[src/rtl/matrix_pkg.sv]
// Shared types for the matrix add/sub/accumulate stream: operation modes,
// FSM states and the index-width helper.
package matrix_pkg;

   typedef enum logic [1:0] {
      MODE_ADD = 2'b00,
      MODE_SUB = 2'b01,
      MODE_ACC = 2'b10,
      MODE_RSV = 2'b11
   } mode_e;

   typedef enum logic {
      ST_IDLE   = 1'b0,
      ST_STREAM = 1'b1
   } state_e;

   // Row/column index width; never below one bit.
   function automatic int idx_width(input int n);
      return (n > 2) ? $clog2(n) : 1;
   endfunction

endpackage

[src/rtl/matrix_addsub_stream_if.sv]
// Element stream bundle: input beat handshake, result handshake and status.
interface matrix_addsub_stream_if
   import matrix_pkg::*;
#(
   parameter int W  = 3,
   parameter int OW = 4,
   parameter int IW = 1
);
   mode_e           mode;
   logic            clr_acc;
   logic            in_valid;
   logic            in_ready;
   logic [W-1:0]    in_a;
   logic [W-1:0]    in_b;
   logic            out_valid;
   logic            out_ready;
   logic [OW-1:0]   out_data;
   logic [IW-1:0]   out_row;
   logic [IW-1:0]   out_col;
   logic            out_last;
   logic            ovf;
   logic            busy;

   modport master (
      output mode, clr_acc, in_valid, in_a, in_b, out_ready,
      input  in_ready, out_valid, out_data, out_row, out_col, out_last, ovf, busy
   );

   modport slave (
      input  mode, clr_acc, in_valid, in_a, in_b, out_ready,
      output in_ready, out_valid, out_data, out_row, out_col, out_last, ovf, busy
   );
endinterface

[src/rtl/elem_addsub.sv]
// Combinational element adder/subtractor at OW = W+G bits; carry is the
// add carry-out or the subtract borrow.
module elem_addsub #(
   parameter int W = 3,
   parameter int G = 1
) (
   input  logic [W+G-1:0] a,
   input  logic [W+G-1:0] b,
   input  logic           sub,
   output logic [W+G-1:0] result,
   output logic           carry
);
   localparam int OW = W + G;

   logic [OW:0] full;

   always_comb begin
      if (sub) full = {1'b0, a} - {1'b0, b};
      else     full = {1'b0, a} + {1'b0, b};
   end

   assign result = full[OW-1:0];
   assign carry  = full[OW];

endmodule

[src/rtl/matrix_addsub_stream.sv]
// Streams N x N matrices element by element (row-major), producing ADD, SUB or
// per-element accumulated results through a single output register.
module matrix_addsub_stream
   import matrix_pkg::*;
#(
   parameter int N = 2,
   parameter int W = 3,
   parameter int G = 1
) (
   input logic                  clk,
   input logic                  rst_n,
   matrix_addsub_stream_if.slave bus
);
   localparam int OW = W + G;
   localparam int IW = idx_width(N);
   localparam int NN = N * N;
   localparam int AW = $clog2(NN);
   localparam logic [IW-1:0] LAST_IDX = IW'(N - 1);

   state_e          state, state_nxt;
   mode_e           mode_q, mode_cur;
   logic [IW-1:0]   row, col;
   logic [AW-1:0]   flat;
   logic            accept, last_beat;
   logic [OW-1:0]   acc [NN];
   logic [OW-1:0]   op_a, op_b, result;
   logic            do_sub, carry;

   assign bus.in_ready = !bus.out_valid || bus.out_ready;
   assign accept       = bus.in_valid && bus.in_ready;
   assign last_beat    = (row == LAST_IDX) && (col == LAST_IDX);
   assign flat         = AW'(row) * AW'(N) + AW'(col);
   assign bus.busy     = (state == ST_STREAM);

   // The first beat of a matrix uses the live mode; later beats the latched one.
   always_comb begin
      // NOTE: every always_comb output gets a default first so no latch is inferred.
      mode_cur = (state == ST_IDLE) ? bus.mode : mode_q;
      if (mode_cur == MODE_RSV) mode_cur = MODE_ADD;
   end

   // An accumulate beat coinciding with clr_acc starts from zero.
   always_comb begin
      op_a   = OW'(bus.in_a);
      op_b   = OW'(bus.in_b);
      do_sub = (mode_cur == MODE_SUB);
      if (mode_cur == MODE_ACC) op_b = bus.clr_acc ? '0 : acc[flat];
   end

   elem_addsub #(.W(W), .G(G)) u_arith (
      .a      (op_a),
      .b      (op_b),
      .sub    (do_sub),
      .result (result),
      .carry  (carry)
   );

   always_comb begin
      state_nxt = state;
      case (state)
         ST_IDLE:   if (accept)              state_nxt = ST_STREAM;
         ST_STREAM: if (accept && last_beat) state_nxt = ST_IDLE;
         default:                            state_nxt = ST_IDLE;
      endcase
   end

   always_ff @(posedge clk or negedge rst_n) begin
      if (!rst_n) begin
         state  <= ST_IDLE;
         mode_q <= MODE_ADD;
         row    <= '0;
         col    <= '0;
      end else begin
         state <= state_nxt;
         if (accept) begin
            if (state == ST_IDLE) mode_q <= bus.mode;
            if (col == LAST_IDX) begin
               col <= '0;
               row <= (row == LAST_IDX) ? '0 : row + 1'b1;
            end else begin
               col <= col + 1'b1;
            end
         end
      end
   end

   always_ff @(posedge clk or negedge rst_n) begin
      if (!rst_n) begin
         bus.out_valid <= 1'b0;
         bus.out_data  <= '0;
         bus.out_row   <= '0;
         bus.out_col   <= '0;
         bus.out_last  <= 1'b0;
      end else if (accept) begin
         bus.out_valid <= 1'b1;
         bus.out_data  <= result;
         bus.out_row   <= row;
         bus.out_col   <= col;
         bus.out_last  <= last_beat;
      end else if (bus.out_ready) begin
         bus.out_valid <= 1'b0;
      end
   end

   // clr_acc drops earlier overflow history; an overflow on the same beat still sets.
   always_ff @(posedge clk or negedge rst_n) begin
      if (!rst_n) bus.ovf <= 1'b0;
      else        bus.ovf <= (bus.clr_acc ? 1'b0 : bus.ovf) | (accept & carry);
   end

   // NOTE: the accumulator is a register array, not a RAM, so it is reset and
   // cleared in a single cycle; the later non-blocking write lets the accepted
   // entry win over the clear.
   always_ff @(posedge clk or negedge rst_n) begin
      if (!rst_n) begin
         for (int i = 0; i < NN; i++) acc[i] <= '0;
      end else begin
         if (bus.clr_acc) begin
            for (int i = 0; i < NN; i++) acc[i] <= '0;
         end
         if (accept && (mode_cur == MODE_ACC)) acc[flat] <= result;
      end
   end

endmodule

[src/flat_wrapper.sv]
// flat-port wrapper written by rule: the top's interface ports become plain ports
module matrix_addsub_stream_flat import matrix_pkg::*;
#(
   parameter int N = 2,
   parameter int W = 3,
   parameter int G = 1
)
  (clk, rst_n, bus_mode, bus_clr_acc, bus_in_valid, bus_in_a, bus_in_b, bus_out_ready, bus_in_ready, bus_out_valid, bus_out_data, bus_out_row, bus_out_col, bus_out_last, bus_ovf, bus_busy);
  matrix_addsub_stream_if #(.W(W), .OW((W + G)), .IW(1)) bus_i ();
  input logic clk;
  input logic rst_n;
  input wire logic [$bits(bus_i.mode)-1:0] bus_mode;
  input wire logic [$bits(bus_i.clr_acc)-1:0] bus_clr_acc;
  input wire logic [$bits(bus_i.in_valid)-1:0] bus_in_valid;
  input wire logic [$bits(bus_i.in_a)-1:0] bus_in_a;
  input wire logic [$bits(bus_i.in_b)-1:0] bus_in_b;
  input wire logic [$bits(bus_i.out_ready)-1:0] bus_out_ready;
  output wire logic [$bits(bus_i.in_ready)-1:0] bus_in_ready;
  output wire logic [$bits(bus_i.out_valid)-1:0] bus_out_valid;
  output wire logic [$bits(bus_i.out_data)-1:0] bus_out_data;
  output wire logic [$bits(bus_i.out_row)-1:0] bus_out_row;
  output wire logic [$bits(bus_i.out_col)-1:0] bus_out_col;
  output wire logic [$bits(bus_i.out_last)-1:0] bus_out_last;
  output wire logic [$bits(bus_i.ovf)-1:0] bus_ovf;
  output wire logic [$bits(bus_i.busy)-1:0] bus_busy;
  assign bus_i.mode = bus_mode;
  assign bus_i.clr_acc = bus_clr_acc;
  assign bus_i.in_valid = bus_in_valid;
  assign bus_i.in_a = bus_in_a;
  assign bus_i.in_b = bus_in_b;
  assign bus_i.out_ready = bus_out_ready;
  assign bus_in_ready = bus_i.in_ready;
  assign bus_out_valid = bus_i.out_valid;
  assign bus_out_data = bus_i.out_data;
  assign bus_out_row = bus_i.out_row;
  assign bus_out_col = bus_i.out_col;
  assign bus_out_last = bus_i.out_last;
  assign bus_ovf = bus_i.ovf;
  assign bus_busy = bus_i.busy;
  matrix_addsub_stream #(.N(N), .W(W), .G(G)) u_core (.clk(clk), .rst_n(rst_n), .bus(bus_i));
endmodule
[config.mk]
export PLATFORM = sky130hd
export DESIGN_NAME = matrix_addsub_stream_flat
export DESIGN_NICKNAME = d
export VERILOG_FILES = /design/src/rtl/matrix_pkg.sv /design/src/rtl/matrix_addsub_stream_if.sv /design/src/rtl/elem_addsub.sv /design/src/rtl/matrix_addsub_stream.sv /design/src/flat_wrapper.sv
export SDC_FILE = /design/constraint.sdc
export NUM_CORES = 1
export LEC_CHECK = 0
export ABC_CLOCK_PERIOD_IN_PS = 7000
export CAP_MARGIN = 10
export CORE_MARGIN = 8
export CORE_UTILIZATION = 35
export CTS_CLUSTER_SIZE = 28
export DETAILED_ROUTE_END_ITERATION = 10
export PLACE_DENSITY = 0.59
export SETUP_SLACK_MARGIN = 0.3
export SYNTH_ARGS = -nofsm -noshare
export SYNTH_HDL_FRONTEND = slang
export SYNTH_SLANG_ARGS = --single-unit
[constraint.sdc]
create_clock -name clk -period 7 [get_ports clk]
set_input_delay 2.1 -clock clk [delete_from_list [all_inputs] [get_ports clk]]
set_output_delay 2.1 -clock clk [all_outputs]
set_load 0.02 [all_outputs]
# Word-level counts from Yosys, hierarchy flattened
# Cells that the tools add are included.
# Widths: inputs -> output; s select.
[op_classes]
n_addsub = 5
n_lt_le_gt_ge = 2
n_eq_ne = 3
mux = 21
bitwise_logic = 4
reduce_logical = 9
[ops]
columns = ["op", "count"]
rows = [
  ["$mux 16", 2],
  ["$mux 4", 5],
  ["$bwmux 16", 1],
  ["$bmux 4 s2", 1],
  ["$demux 4 s2", 1],
  ["$mux 1", 7],
  ["$add 3x4->5", 1],
  ["$logic_and 1x1->1", 5],
  ["$mux 5", 1],
  ["$sub 3x4->5", 1],
  ["$eq 2x2->1 const B", 2],
  ["$mux 2", 2],
  ["$ge 3x3->1 const B", 1],
  ["$lt 3x1->1 const B", 1],
  ["$not 2->3", 1],
  ["$add 1x1->1 const B", 2],
  ["$add 2x1->2", 1],
  ["$eq 2x1->1 const B", 1],
  ["$pmux 1 s2", 1],
  ["$reduce_and 2->1", 1],
  ["$reduce_bool 2->1", 1],
  ["$and 1x1->1", 1],
  ["$logic_not 1->1", 1],
  ["$logic_or 1x1->1", 1],
  ["other kinds (2)", 2],
]
[totals]
ff_bits = 30
in_bits = 13
out_inout_bits = 11
elab_cells = 58

# Logic depth before layout (Yosys ltp)
[depth]
word_depth = 11
ltp_mapped = 13
depth_no_buf = 13

# Hierarchy
# Synthesis repeated with hierarchy kept, for this count alone.
[unflattened]
cells_unflattened = 140
area_unflattened_um2 = 1757.9
[modules_own_cells]
columns = ["mod", "n_inst", "cells_each", "area_per_inst_um2"]
rows = [
  ["matrix_addsub_stream", 1, 113, 1549.0],
  ["elem_addsub", 1, 27, 209.0],
]

# Worst setup path before layout
# Ideal clock, no wire load.
[synth_path]
path_type = "input to register"
start = "input port bus_mode[0]"
end = "register u_core.bus.ovf"
arrival_ns = 4.574
required_ns = 6.904
slack_ns = 2.330
cell_stages = 13
n_path_buf = 0
cell_sequence = "nor3b_1 > nor2_1 > nor2_1 > a22o_1 > inv_1 > ha_1 > inv_1 > mux2_2 > fa_1 > a21oi_1 > a211oi_1 > a41o_1 > o32ai_2"
[synth_between]
elab_chain_len = 9
word_cells_on_any_way = 11
[synth_rtl]
columns = ["item", "line", "rtl"]
rows = [
  ["from (decl)", "flat_wrapper.sv:12", "input wire logic [$bits(bus_i.mode)-1:0] bus_mode;"],
  ["$mux 2 (*)", "matrix_addsub_stream.sv:38", "mode_cur = (state == ST_IDLE) ? bus.mode : mode_q;"],
  ["$eq 2x2->1", "matrix_addsub_stream.sv:39", "if (mode_cur == MODE_RSV) mode_cur = MODE_ADD;"],
  ["$mux 2 (*)", "matrix_addsub_stream.sv:39", ""],
  ["$eq 2x2->1", "matrix_addsub_stream.sv:47", "if (mode_cur == MODE_ACC) op_b = bus.clr_acc ? '0 : acc[flat];"],
  ["$mux 4", "matrix_addsub_stream.sv:47", ""],
  ["$add 3x4->5 or $sub 3x4->5 (tied branches)", "elem_addsub.sv:19, elem_addsub.sv:18", ""],
  ["$mux 5 (*)", "elem_addsub.sv:18", "if (sub) full = {1'b0, a} - {1'b0, b};"],
  ["$and 1x1->1 (*)", "matrix_addsub_stream.sv:108", "else bus.ovf <= (bus.clr_acc ? 1'b0 : bus.ovf) | (accept & carry);"],
  ["$or 1x1->1 (*)", "matrix_addsub_stream.sv:108", ""],
  ["to (signal assigned)", "matrix_addsub_stream.sv:108", ""],
  ["to (decl)", "matrix_addsub_stream_if.sv:31", "output in_ready, out_valid, out_data, out_row, out_col, out_last, ovf, busy"],
]
# Every way passes the cells marked *; elsewhere a longest branch is shown, timed or not.
# A chain may end at the register's enable or synchronous reset.

# Worst setup path in the final report
[layout_path]
start = "input port bus_out_ready"
end = "output port bus_in_ready"
[layout_between]
elab_chain_len = 1
[layout_rtl]
columns = ["item", "line", "rtl"]
rows = [
  ["from (decl)", "flat_wrapper.sv:17", "input wire logic [$bits(bus_i.out_ready)-1:0] bus_out_ready;"],
  ["$logic_or 1x1->1", "matrix_addsub_stream.sv:29", "assign bus.in_ready = !bus.out_valid || bus.out_ready;"],
  ["to (decl)", "flat_wrapper.sv:18", "output wire logic [$bits(bus_i.in_ready)-1:0] bus_in_ready;"],
]
# No other way between the ends.

==> metrics.txt <==
Resized Gates After CTS 0; flop2flop setup slack 3560 ps; CP dominant cell by count clkdlybuf4s50_1; CP required 4900 ps; Final Hold Fails 0; Max Buffers Root-to-Sink 2; final net count 193; CP top delay family buffers and inverters; # Post-CTS Setup Buffers 0; Fin Setup TNS 0 ps; GRT Total Usage 11.5%; std cell rows 24; WS Path Type in2out; Reg2Reg Depth 13; gr ovfl total 0; Max-slew headroom 62.0%; CP Max Fanout 5; IO Port Bufs 23; VDD IR max 126 uV; Max-Cap Viols 0; Util after Layout 44.4%; Yosys reg bits 30; Detailed Route Iter0 Violations 69; Slew Viols, Final 0; Placed Cells 220; most frequent cells in the layout 30 x dfrtp_1, 23 x o21ai_0, 23 x clkdlybuf4s50_1; r2r startpoint u_core.bus.busy; Root Driver clkbuf_8; Hold Buf Count CTS 0; final setup vio count 0; unrepaired setup endpoints after global routing false; DRT Wirelength 3.40 mm; initial antenna violation count 0; RD Place Congestion 0.813; fin area 0.00191 mm2; CTS tree yes; Crit-path slowest cell clkdlybuf4s50_1; pwr dens 386 mW/mm2; detailed-route DRC error count 0; Max Freq 183 MHz; HP Start u_core.bus.out_last; Die X-Extent 82.4 um; Leak Pwr 0.834 nW; synth unique cells 35; core area 0.00429 mm2; Area growth syn-to-layout 23.5%; worst clock skew 9.45 ps; Clock Pin Slew Worst Setup and Hold Paths 60 ps; antenna violation net count after detailed routing 0; fin crit period 5470 ps; Hold EP u_core.bus.out_last; CTS buffer count 5; Worst-Margin Slew 569 ps; WP buf/inv 2; hold slack 481 ps; vias after detailed routing 1205; sequential-to-total area share from yosys stat 48.6%; H-tree levels 2; largest net degree at the start of global routing 31; Synth Cell Area 0.00154 mm2; CP cell instances clkdlybuf4s50_1, nand2b_1, clkdlybuf4s50_1; synthesized area per cell 10.3 um2; Via density 5.29; diode count 0; crit-path max cell delay 630 ps; die area 0.00679 mm2; final worst slack 1530 ps; share of cells above drive strength 1 10.2%; Post-Syn Instances 150; Worst Hold Class reg2reg; Initial Utilization 36.0%; Syn Nets 168; Post-Layout Cell Count 228; Post-Place Worst Slack 1460 ps; Worst setup SP type primary input; first-pass GRT wire length 5.88 mm; outcome finished, final reports clean; Skew-Pair Late Insertion Delay 280 ps; vias in the first global route 1225; ys async rst share 100%; Die H 82.4 um; DRT Pass-1 Iters 4; most common cell after layout, fill and taps aside dfrtp_1; FF-to-FF End u_core.bus.ovf; main flop type after synthesis dfrtp_1; clock tree sinks 30; Worst Setup End Kind output port; Avg WL per Cell 14.9 um; final period utilization 78.1%; YS warnings 0; EDFF count, synth 0; hold depth 2; total chip power 736 uW; # IOs 24; placed cell areas 0.00182 mm2; crit path DAT 3370 ps; DP HPWL 2.60 mm
## area by class of cell
| type | instances | area, um2 |
|---|---|---|
| multi-input cells | 105 | 728 |
| inverters | 9 | 33.8 |
| repair buffers | 24 | 238 |
| flip-flops and latches | 30 | 751 |
| well taps | 52 | 65.1 |
| clock inverters | 1 | 5.00 |
| fillers | 416 | 2390 |
| clock buffers | 7 | 86.3 |
## worst max-delay path by stage
stage / start / end / slack [ps] / cells past startpoint
floorplan: bus_mode[0] / u_core.bus.ovf / 2330 / 13
global placement: bus_out_ready / bus_in_ready / 1550 / 3
detailed placement: bus_mode[1] / u_core.bus.ovf / 1460 / 14
CTS: bus_out_ready / bus_in_ready / 1530 / 3
global route: bus_mode[1] / u_core.bus.ovf / 1450 / 14
finish: bus_out_ready / bus_in_ready / 1530 / 3
## metal layers
metal / GRT usage (%) / part of all wire [%] / up-vias
met1: 14.1 / 44 / 589
met4: 6.32 / 2.3 / 0
met2: 18.1 / 48 / 20
li1: - / - / 592
met3: 3.14 / 5.0 / 4
met5: 0 / 0 / -
## worst register-to-register path: stages, from the launching register on
cell,delay [ps]
dfrtp_1,440
nor3b_1,400
nor2_1,200
nor2_1,210
a22o_1,190
inv_1,50
ha_1,270
inv_1,30
mux2_2,290
fa_1,440
a21oi_1,290
a211oi_1,80
a41o_1,230
o32ai_2,230
## Yosys cell counts, types with 3 or more instances
master | number | area share, %
xnor2_1 | 4 | 2.3
mux2_2 | 3 | 2.2
mux4_2 | 4 | 5.8
nand2b_1 | 4 | 1.6
o21ai_0 | 23 | 7.5
clkbuf_1 | 3 | 0.73
inv_1 | 9 | 2.2
nand3_1 | 20 | 6.5
ha_1 | 4 | 3.2
nor2_1 | 7 | 1.7
dfrtp_1 | 30 | 49
nand2_1 | 11 | 2.7
## registers in the layout (all words and copies together) (netlist names)
name	count
u_core.bus.busy	1
u_core.bus.out_data	4
u_core.bus.out_col	1
u_core.bus.out_row	1
u_core.row	1
u_core.bus.ovf	1
u_core.acc	16
u_core.mode_q	2
u_core.bus.out_valid	1
u_core.bus.out_last	1
u_core.col	1
## cell families (layout without fill, tap and decap cells)
group                    after synthesis  in the layout  share of synthesized area, %
AO/OA/AOI/OAI                         38             38                          15.6
XOR/XNOR                               5              5                          2.84
adder cells (fa/ha/maj)                5              5                          4.54
buffers and inverters                 15             41                          4.21
flip-flops                            30             30                          48.6
multiplexers                           7              7                          8.02
AND/OR/NAND/NOR                       50             50                          16.2
## where the power goes
group | internal, mW | leakage, nW | switching (mW)
clock | 0.0791 | 0.0482 | 0.0614
sequential | 0.219 | 0.391 | 0.0432
combinational | 0.148 | 0.395 | 0.185
total | 0.446 | 0.834 | 0.289
Power figures use the tool's default switching activity.
